**src/rtl/thread_status_tracker_pkg.sv**
```systemverilog
// rtl/thread_status_tracker_pkg.sv - shared types and defaults for thread status tracking
package thread_status_tracker_pkg;

  localparam int n_threads             = 8;
  localparam int STALL_TIMEOUT_DEFAULT = 1024;

  typedef logic [$clog2(n_threads)-1:0] threadid_t;

  typedef enum logic [1:0] {
    EXC_NONE    = 2'd0,
    EXC_ILLEGAL = 2'd1,
    EXC_MEM     = 2'd2,
    EXC_TIMEOUT = 2'd3
  } exc_cause_t;

  typedef enum logic [1:0] {
    RUN      = 2'd0,
    STALL    = 2'd1,
    EXC_PEND = 2'd2
  } thread_state_t;

endpackage

```
**src/rtl/thread_status_tracker_rr_arbiter.sv**
```systemverilog
// rtl/thread_status_tracker_rr_arbiter.sv - combinational round-robin pick starting after ptr
module rr_arbiter #(
  parameter int N  = 8,
  parameter int IW = $clog2(N)
) (
  input  logic [N-1:0]  req,
  input  logic [IW-1:0] ptr,
  output logic          valid,
  output logic [IW-1:0] idx
);

  logic [IW-1:0] cand;

  // Scan from farthest to nearest so the nearest requester after ptr wins;
  // k=N aliases to ptr itself, giving the pointer holder lowest priority.
  always_comb begin
    valid = 1'b0;
    idx   = ptr;
    cand  = ptr;
    for (int k = N; k >= 1; k--) begin
      cand = ptr + IW'(k);
      if (req[cand]) begin
        valid = 1'b1;
        idx   = cand;
      end
    end
  end

endmodule

```
**src/rtl/thread_status_tracker.sv**
```systemverilog
// rtl/thread_status_tracker.sv - per-thread RUN/STALL/EXC_PEND tracker with watchdog and redirect arbitration
module thread_status_tracker
  import thread_status_tracker_pkg::*;
#(
  parameter int N_THREADS     = n_threads,
  parameter int STALL_TIMEOUT = STALL_TIMEOUT_DEFAULT,
  parameter int TO_W          = $clog2(STALL_TIMEOUT)
) (
  input  logic                 clk,
  input  logic                 rst,
  input  logic                 stall_en,
  input  threadid_t            stall_thread,
  input  logic                 wake_en,
  input  threadid_t            wake_thread,
  input  logic                 exc_req_en,
  input  threadid_t            exc_req_thread,
  input  exc_cause_t           exc_req_cause,
  output logic [N_THREADS-1:0] stalled,
  output logic                 exc_en,
  output threadid_t            exc_thread,
  output exc_cause_t           exc_cause
);

  localparam int              IW      = $clog2(N_THREADS);
  localparam logic [TO_W-1:0] WD_LAST = TO_W'(STALL_TIMEOUT - 1);
  localparam logic [TO_W-1:0] WD_MAX  = {TO_W{1'b1}};

  thread_state_t   state_q [N_THREADS];
  thread_state_t   state_d [N_THREADS];
  logic [TO_W-1:0] wd_q    [N_THREADS];
  logic [TO_W-1:0] wd_d    [N_THREADS];
  exc_cause_t      cause_q [N_THREADS];
  exc_cause_t      cause_d [N_THREADS];

  logic [IW-1:0]        rr_ptr_q;
  logic [N_THREADS-1:0] pend_vec;
  logic [N_THREADS-1:0] wake_hit;
  logic [N_THREADS-1:0] stall_hit;
  logic [N_THREADS-1:0] req_hit;
  logic [N_THREADS-1:0] grant_hit;
  logic [N_THREADS-1:0] stalled_d;
  logic                 grant_valid;
  logic [IW-1:0]        grant_idx;

  always_comb begin
    pend_vec  = '0;
    wake_hit  = '0;
    stall_hit = '0;
    req_hit   = '0;
    grant_hit = '0;
    for (int i = 0; i < N_THREADS; i++) begin
      pend_vec[i]  = (state_q[i] == EXC_PEND);
      wake_hit[i]  = wake_en    && (wake_thread    == threadid_t'(i));
      stall_hit[i] = stall_en   && (stall_thread   == threadid_t'(i));
      req_hit[i]   = exc_req_en && (exc_req_thread == threadid_t'(i));
      grant_hit[i] = grant_valid && (grant_idx == IW'(i));
    end
  end

  rr_arbiter #(
    .N (N_THREADS),
    .IW(IW)
  ) u_rr_arbiter (
    .req  (pend_vec),
    .ptr  (rr_ptr_q),
    .valid(grant_valid),
    .idx  (grant_idx)
  );

  // Event priority per thread: wake, stall, timeout, grant, then exc_req.
  always_comb begin
    for (int i = 0; i < N_THREADS; i++) begin
      state_d[i]   = state_q[i];
      wd_d[i]      = wd_q[i];
      cause_d[i]   = cause_q[i];
      stalled_d[i] = 1'b0;

      case (state_q[i])
        RUN: begin
          if (stall_hit[i]) begin
            state_d[i] = STALL;
            wd_d[i]    = '0;
          end
        end
        STALL: begin
          if (wake_hit[i] && stall_hit[i]) begin
            wd_d[i] = '0;
          end else if (wake_hit[i]) begin
            state_d[i] = RUN;
          end else if (wd_q[i] == WD_LAST) begin
            state_d[i] = EXC_PEND;
            cause_d[i] = EXC_TIMEOUT;
          end else if (wd_q[i] != WD_MAX) begin
            wd_d[i] = wd_q[i] + TO_W'(1);
          end
        end
        EXC_PEND: begin
          if (grant_hit[i]) begin
            state_d[i] = RUN;
          end
        end
        default: state_d[i] = RUN;
      endcase

      // A still-pending exception keeps its original cause; a granted one re-pends.
      if (req_hit[i] && (state_d[i] != EXC_PEND)) begin
        state_d[i] = EXC_PEND;
        cause_d[i] = exc_req_cause;
      end

      stalled_d[i] = (state_d[i] != RUN);
    end
  end

  always_ff @(posedge clk) begin
    if (!rst) begin
      for (int i = 0; i < N_THREADS; i++) begin
        state_q[i] <= RUN;
        wd_q[i]    <= '0;
        cause_q[i] <= EXC_NONE;
      end
      rr_ptr_q   <= IW'(N_THREADS - 1);
      stalled    <= '0;
      exc_en     <= 1'b0;
      exc_thread <= '0;
      exc_cause  <= EXC_NONE;
    end else begin
      for (int i = 0; i < N_THREADS; i++) begin
        state_q[i] <= state_d[i];
        wd_q[i]    <= wd_d[i];
        cause_q[i] <= cause_d[i];
      end
      stalled <= stalled_d;
      exc_en  <= grant_valid;
      if (grant_valid) begin
        exc_thread <= threadid_t'(grant_idx);
        exc_cause  <= cause_q[grant_idx];
        rr_ptr_q   <= grant_idx;
      end
    end
  end

endmodule

```
**config.mk**
```make
export PLATFORM = sky130hd
export DESIGN_NAME = thread_status_tracker
export DESIGN_NICKNAME = d
export VERILOG_FILES = /design/src/rtl/thread_status_tracker_pkg.sv /design/src/rtl/thread_status_tracker_rr_arbiter.sv /design/src/rtl/thread_status_tracker.sv
export SDC_FILE = /design/constraint.sdc
export NUM_CORES = 1
export LEC_CHECK = 0
export CAP_MARGIN = 10
export CORE_ASPECT_RATIO = 1.25
export CORE_MARGIN = 4
export CORE_UTILIZATION = 45
export CTS_BUF_LIST = sky130_fd_sc_hd__clkbuf_8
export DETAILED_ROUTE_END_ITERATION = 12
export SLEW_MARGIN = 10
export SYNTH_ARGS = -nofsm -noshare
export SYNTH_HDL_FRONTEND = slang
export SYNTH_SLANG_ARGS = --single-unit
export TNS_END_PERCENT = 1
```
**constraint.sdc**
```tcl
create_clock -name clk -period 11.7 [get_ports clk]
set_clock_uncertainty 0.05 [all_clocks]
set_input_delay 1.755 -clock clk [delete_from_list [all_inputs] [get_ports clk]]
set_output_delay 1.755 -clock clk [all_outputs]
set_load 0.1 [all_outputs]
```
==> results of run 1 <==
power by group:
| group | switching, mW | total, mW | leakage [nW] | internal, mW |
|---|---|---|---|---|
| sequential | 0.0184 | 0.486 | 1.08 | 0.468 |
| combinational | 0.312 | 0.478 | 1.79 | 0.166 |
| clock | 0.184 | 0.465 | 0.242 | 0.281 |
| total | 0.515 | 1.43 | 3.11 | 0.914 |
cell usage in the layout, fill, tap and decap left out, drive strengths merged, types with 18 or more instances in the layout:
| cell type | n |
|---|---|
| nand2 | 75 |
| o21ai | 39 |
| inv | 18 |
| and3 | 19 |
| clkbuf | 18 |
| or3 | 20 |
| clkdlybuf4s50 | 29 |
| nand4 | 28 |
| xor2 | 45 |
| mux2i | 36 |
| nand3 | 47 |
| a21oi | 38 |
| nand2b | 25 |
| dfxtp | 113 |
| nor2 | 106 |
kinds of logic (layout without fill, tap and decap cells):
kind of cell / count (synthesis) / after routing / synth area share [%]
flops: 129 / 129 / 37.5
buf+inv: 37 / 81 / 2.24
mux: 54 / 54 / 9.28
fa+ha+maj: 10 / 10 / 1.71
simple gates: 395 / 395 / 27.6
xor+xnor: 60 / 60 / 7.18
compound gates: 155 / 155 / 14.5
per-stage QoR:
stage / std cells / setup slack [ps]
2_1_floorplan: 840 / 7860
3_3_place_gp: 1064 / 7180
3_5_place_dp: 1064 / 7080
4_1_cts: 1096 / 7120
5_1_grt: 1096 / 6810
6_report: 1096 / 7120
registers in the layout, indices dropped and copies added (netlist names):
register / cells
stalled: 8
exc_en: 1
state_q: 16
exc_cause: 2
wd_q: 80
exc_thread: 3
rr_ptr_q: 3
cause_q: 16
final cells by class:
type / instances / area, sq um
clock buffer: 18 / 248
clock inverter: 14 / 238
fill: 1493 / 7460
inverter: 15 / 58.8
multi-input combinational: 674 / 4420
sequential: 129 / 2740
tap: 212 / 265
timing repair buffer: 34 / 328
routing by layer:
layer	vias up	share of wire [%]	track usage, %
met5	-	0	0
met4	0	1.9	7.39
met3	28	3.4	3.95
met2	144	50	36.6
met1	3104	44	26.6
li1	3164	-	-
how the worst max path moves through the flow:
| stage | startpoint | end | cells after the start |
|---|---|---|---|
| global placement | wake_thread[0] | wd_q[0][9] | 9 |
| floorplan | rr_ptr_q[0] | cause_q[1][0] | 15 |
| detailed placement | wake_thread[0] | wd_q[0][7] | 9 |
| finish | rr_ptr_q[0] | cause_q[1][0] | 12 |
| CTS | rr_ptr_q[0] | cause_q[1][0] | 12 |
| global route | rr_ptr_q[0] | cause_q[4][0] | 12 |
worst max-delay path: stages, from the launching register on:
cell	delay, ps
dfxtp_1	310
buf_4	410
inv_4	220
ha_1	480
inv_2	230
mux4_2	590
and3b_1	220
a2111oi_1	390
nand2_1	380
or2_1	390
o31a_1	260
nand2b_1	180
nand3b_1	160
==> summary.md, run 1 <==
| Metric | Value |
|---|---|
| Status | `complete, no violations` |
| Port Buffers | `29` |
| Final setup fails | `0` |
| Type of the worst setup path | `reg2reg` |
| Setup repair bufs after CTS | `0` |
| P&R area growth vs syn | `13.4%` |
| Initial antenna violation count | `0` |
| Pwr Total | `1.43 mW` |
| Post-DRT Antenna Nets | `0` |
| Inserted Clock Buffers | `17` |
| Slew headroom | `33.1%` |
| Share of cells above drive strength 1 | `9.05%` |
| Largest net degree at the start of global routing | `37` |
| Hold Crit Depth | `2` |
| LEAKAGE | `3.11 nW` |
| R2R Path End | `cause_q[1][0]` |
| GR Overflow Total | `0` |
| Crit path DAT | `4690 ps` |
| Most frequent cell after synthesis | `dfxtp_1` |
| Ant. Diodes | `0` |
| Core Box Area | `0.0158 sq mm` |
| Placer Congestion | `0.874` |
| Clk_lat worst skew | `450 ps` |
| Initial DRC Count | `559` |
| Gr usage total | `21.2%` |
| Required time at the worst-slack endpoint | `11800 ps` |
| Die span in y | `151 microns` |
| Maximum clock frequency | `218 MHz` |
| Design area | `0.00830 sq mm` |
| Hold buffer count at cts | `0` |
| Via count | `6440` |
| I/O pins | `30` |
| Slew Viols, Final | `0` |
| Slew @ Worst Pin | `1000 ps` |
| RSZ-0062 raised after global routing | `false` |
| Startpoint Class | `register` |
| Avg WL per Cell | `17.2 microns` |
| Root buffer cell | `clkbuf_8` |
| Synthesized area | `0.00732 sq mm` |
| Post_cts resized | `0` |
| R2R Setup Slk | `7120 ps` |
| Synthesis warning total | `0` |
| Hold_ws | `418 ps` |
| Die span in x | `122 microns` |
| Path depth of the worst reg2reg path | `12` |
| Max_cap viols | `0` |
| Leading post-synthesis cells by cell area | `dfxtp_1 (31%), edfxtp_1 (6.6%), nor2_1 (5.4%)` |
| First drt pass iteration count | `4` |
| EDFF count, synth | `16` |
| CTS Sinks | `129` |
| Hold Crit Class | `reg2reg` |
| Clock Path Buffers | `2` |
| Reg clk slew, reported paths | `80 ps` |
| Final min period | `4580 ps` |
| FF+latch count, synth | `129` |
| Synth Flop Type | `dfxtp_1` |
| CTS tree | `yes` |
| Cells after synthesis | `840` |
| First-pass GRT wire length | `31100 microns` |
| Dpl hpwl | `14000 microns` |
| Commonest cells post-synth | `dfxtp_1 (113), nor2_1 (106), nand2_1 (75)` |
| Vias in the first global route | `6338` |
| Seq/Total Area, Yosys | `37.5%` |
| Period utilisation layout | `39.2%` |
| Vias per cell | `5.88` |
| Cell Area, Placed | `0.00782 sq mm` |
| Hold Vio Cnt, Final | `0` |
| CP endpoint kind | `register` |
| Die ar. | `0.0184 sq mm` |
| Top cell type by total area after synthesis | `dfxtp_1` |
| Routed WL | `18900 microns` |
| Power per cell area | `172 mW/mm^2` |
| Synthesized area per cell | `8.72 sq um` |
| CP max FO | `36` |
| Post-Syn Nets | `866` |
| Worst hold start | `exc_thread[2]` |
| H-tree depth | `4` |
| FFs w/ async S/R, synth | `0%` |
| R2R Path Start | `rr_ptr_q[0]` |
| Netlist cell types | `78` |
| Final core utilization | `52.7%` |
| Share of Yosys cell area claimed by the top area cell type | `30.9%` |
| Fin nets | `897` |
| Post-route setup TNS | `0 ps` |
| Row cnt | `51` |
| Remaining DRCs | `0` |
| Worst hold endpoint | `exc_thread[2]` |
| Worst VDD drop | `0.0000888 V` |
| Starting Density | `46.5%` |
(Power assumes the default switching activity.)
==> run 2, diff against run 1 <==
clock period = 4.1 ns   (was 11.7 ns; I/O delays follow)
==> summary.md, run 2 (synthesis results as in run 1) <==
| Metric | Value |
|---|---|
| Hold Vio Cnt, Final | `0 (unchanged)` |
| Most flop-heavy register | `wd_q` |
| Required time at the worst-slack endpoint | `4190 ps (-7610 ps)` |
| RSZ-0062 raised after global routing | `false` |
| Port Buffers | `29 (unchanged)` |
| Die ar. | `0.0184 sq mm (unchanged)` |
| R2R Path Start | `rr_ptr_q[0]` |
| Type of the worst setup path | `reg2reg` |
| Post-route setup TNS | `0 ps (unchanged)` |
| Crit path DAT | `3770 ps (-920 ps)` |
| Gr usage total | `22.6% (+1.4 points)` |
| Footprint of the multi-input gates | `0.00442 sq mm (-0.17%)` |
| CTS Sinks | `129 (unchanged)` |
| Ant. Diodes | `0 (unchanged)` |
| Slew Viols, Final | `0 (unchanged)` |
| Clk_lat worst skew | `440 ps (about the same)` |
| Routed WL | `19800 microns (+4.8%)` |
| Top Registers | `wd_q x80, cause_q x16, state_q x16` |
| Power per cell area | `480 mW/mm^2 (+180%)` |
| CP endpoint kind | `register` |
| Initial antenna violation count | `1 (+1)` |
| Die span in x | `122 microns (unchanged)` |
| GR Overflow Total | `0 (unchanged)` |
| Root buffer cell | `clkbuf_8` |
| Placer Congestion | `0.895 (+2.4%)` |
| Post-DRT Antenna Nets | `0 (unchanged)` |
| LEAKAGE | `3.17 nW (+2.1%)` |
| Crit path to | `cause_q[1][0]` |
| Max_cap viols | `0 (unchanged)` |
| R2R Path End | `cause_q[1][0]` |
| Remaining DRCs | `0 (unchanged)` |
| CP max FO | `21 (-42%)` |
| Post_cts resized | `0 (unchanged)` |
| Core Box Area | `0.0158 sq mm (unchanged)` |
| Maximum clock frequency | `272 MHz (+25%)` |
| Reg clk slew, reported paths | `80 ps (about the same)` |
| R2R Setup Slk | `420 ps (-6700 ps)` |
| Largest net degree at the start of global routing | `22 (-41%)` |
| Vias in the first global route | `6524 (+2.9%)` |
| Inserted Clock Buffers | `17 (unchanged)` |
| Fin nets | `916 (+2.1%)` |
| Dpl hpwl | `15300 microns (+9.3%)` |
| Final min period | `3680 ps (-904 ps)` |
| Die span in y | `151 microns (unchanged)` |
| Row cnt | `51 (unchanged)` |
| Crit. Startpoint | `rr_ptr_q[0]` |
| P&R area growth vs syn | `14.3%` |
| First-pass GRT wire length | `33000 microns (+6.0%)` |
| Starting Density | `46.5% (unchanged)` |
| I/O pins | `30 (unchanged)` |
| Filler Cell Count | `1497 (+0.27%)` |
| Vias per cell | `5.87 (about the same)` |
| Startpoint Class | `register` |
| Worst VDD drop | `0.000219 V (+150%)` |
| Via count | `6542 (+1.6%)` |
| Status | `complete, no violations` |
| Cell Area, Placed | `0.00795 sq mm (+1.7%)` |
| Share of cells above drive strength 1 | `11.0% (+1.9 points)` |
| Initial DRC Count | `477 (-15%)` |
| Max reg flops | `80 (unchanged)` |
| Period utilisation layout | `89.7% (+51 points)` |
| Design area | `0.00837 sq mm (+0.83%)` |
| Hold buffer count at cts | `0 (unchanged)` |
| H-tree depth | `4 (unchanged)` |
| Avg WL per Cell | `17.7 microns (+3.1%)` |
| Register area | `0.00274 sq mm (unchanged)` |
| Most frequent cells in the layout | `dfxtp_1 (113), nor2_1 (106), nand2_1 (75)` |
| Slew @ Worst Pin | `1030 ps (+24.9 ps)` |
| Hold Crit Class | `reg2reg` |
| Slew headroom | `31.4% (-1.7 points)` |
| Clock Path Buffers | `2 (unchanged)` |
| Setup repair bufs after CTS | `0 (unchanged)` |
| Final setup fails | `0 (unchanged)` |
| First drt pass iteration count | `5 (+1)` |
| CTS tree | `yes` |
| Commonest non-fill, non-tap cell in the layout | `dfxtp_1` |
| Path depth of the worst reg2reg path | `12 (unchanged)` |
## run 2: cell types whose count changed in the layout (fill, tap and decap cells not counted), sizes merged
cell	change
clkinv	+1
clkinvlp	-1
buf	+19
clkbuf	+3
inv	-1
bufinv	-3
## run 2: layout make-up
cell class	count	area share [%]
repair buffers	53	5.62
clock buffers	21	3.45
flip-flops and latches	129	32.8
inverters	15	0.702
well taps	212	3.17
clock inverters	10	1.55
multi-input cells	674	52.7
## run 2: power by group
part	internal, mW	leakage (nW)	switching [mW]
clock	0.659	0.218	0.483
combinational	0.550	1.88	0.941
sequential	1.34	1.08	0.0481
## run 2: worst min path at each step
stage / from / to / slack (ps) / cells past startpoint
floorplan: wd_q[0][8] / wd_q[0][8] / 390 / 2
detailed placement: exc_thread[2] / exc_thread[2] / 410 / 2
global placement: exc_thread[2] / exc_thread[2] / 400 / 2
global route: exc_thread[2] / exc_thread[2] / 450 / 2
finish: exc_thread[2] / exc_thread[2] / 420 / 2
CTS: exc_thread[2] / exc_thread[2] / 420 / 2
## run 2: worst max-delay path, cell delays in order, from the launching register on
cell       delay (ps)
dfxtp_1           400
buf_4             310
ha_1              290
xor2_1            240
buf_4             180
mux2i_1           270
a211oi_1          130
a2111oi_1         410
nand2_1           190
or2_1             280
o31a_1            270
nand2b_1          190
nand3b_1          150
## run 2: metrics by stage
| stage | hold slack, ps | std cells | setup WS (ps) | utilization [%] | power (mW) |
|---|---|---|---|---|---|
| 4_1_cts | 419 | 1114 | 443 | 53.1 | 4.03 |
| 2_1_floorplan | 393 | 840 | 258 | - | 2.47 |
| 3_3_place_gp | 399 | 1083 | 529 | 50.5 | 2.87 |
| 5_1_grt | 450 | 1114 | 186 | 53.1 | 4.23 |
| 6_report | 417 | 1114 | 420 | 53.1 | 4.02 |
| 3_5_place_dp | 408 | 1083 | 461 | 50.5 | 2.88 |
## run 2: metal layers
layer / global-route usage (%) / share of wire [%] / wire length (microns)
met5: 0 / 0.035 / 7
met4: 8.63 / 3.0 / 601
met3: 3.65 / 3.1 / 610
met2: 41.2 / 52 / 10200
met1: 26.4 / 42 / 8320
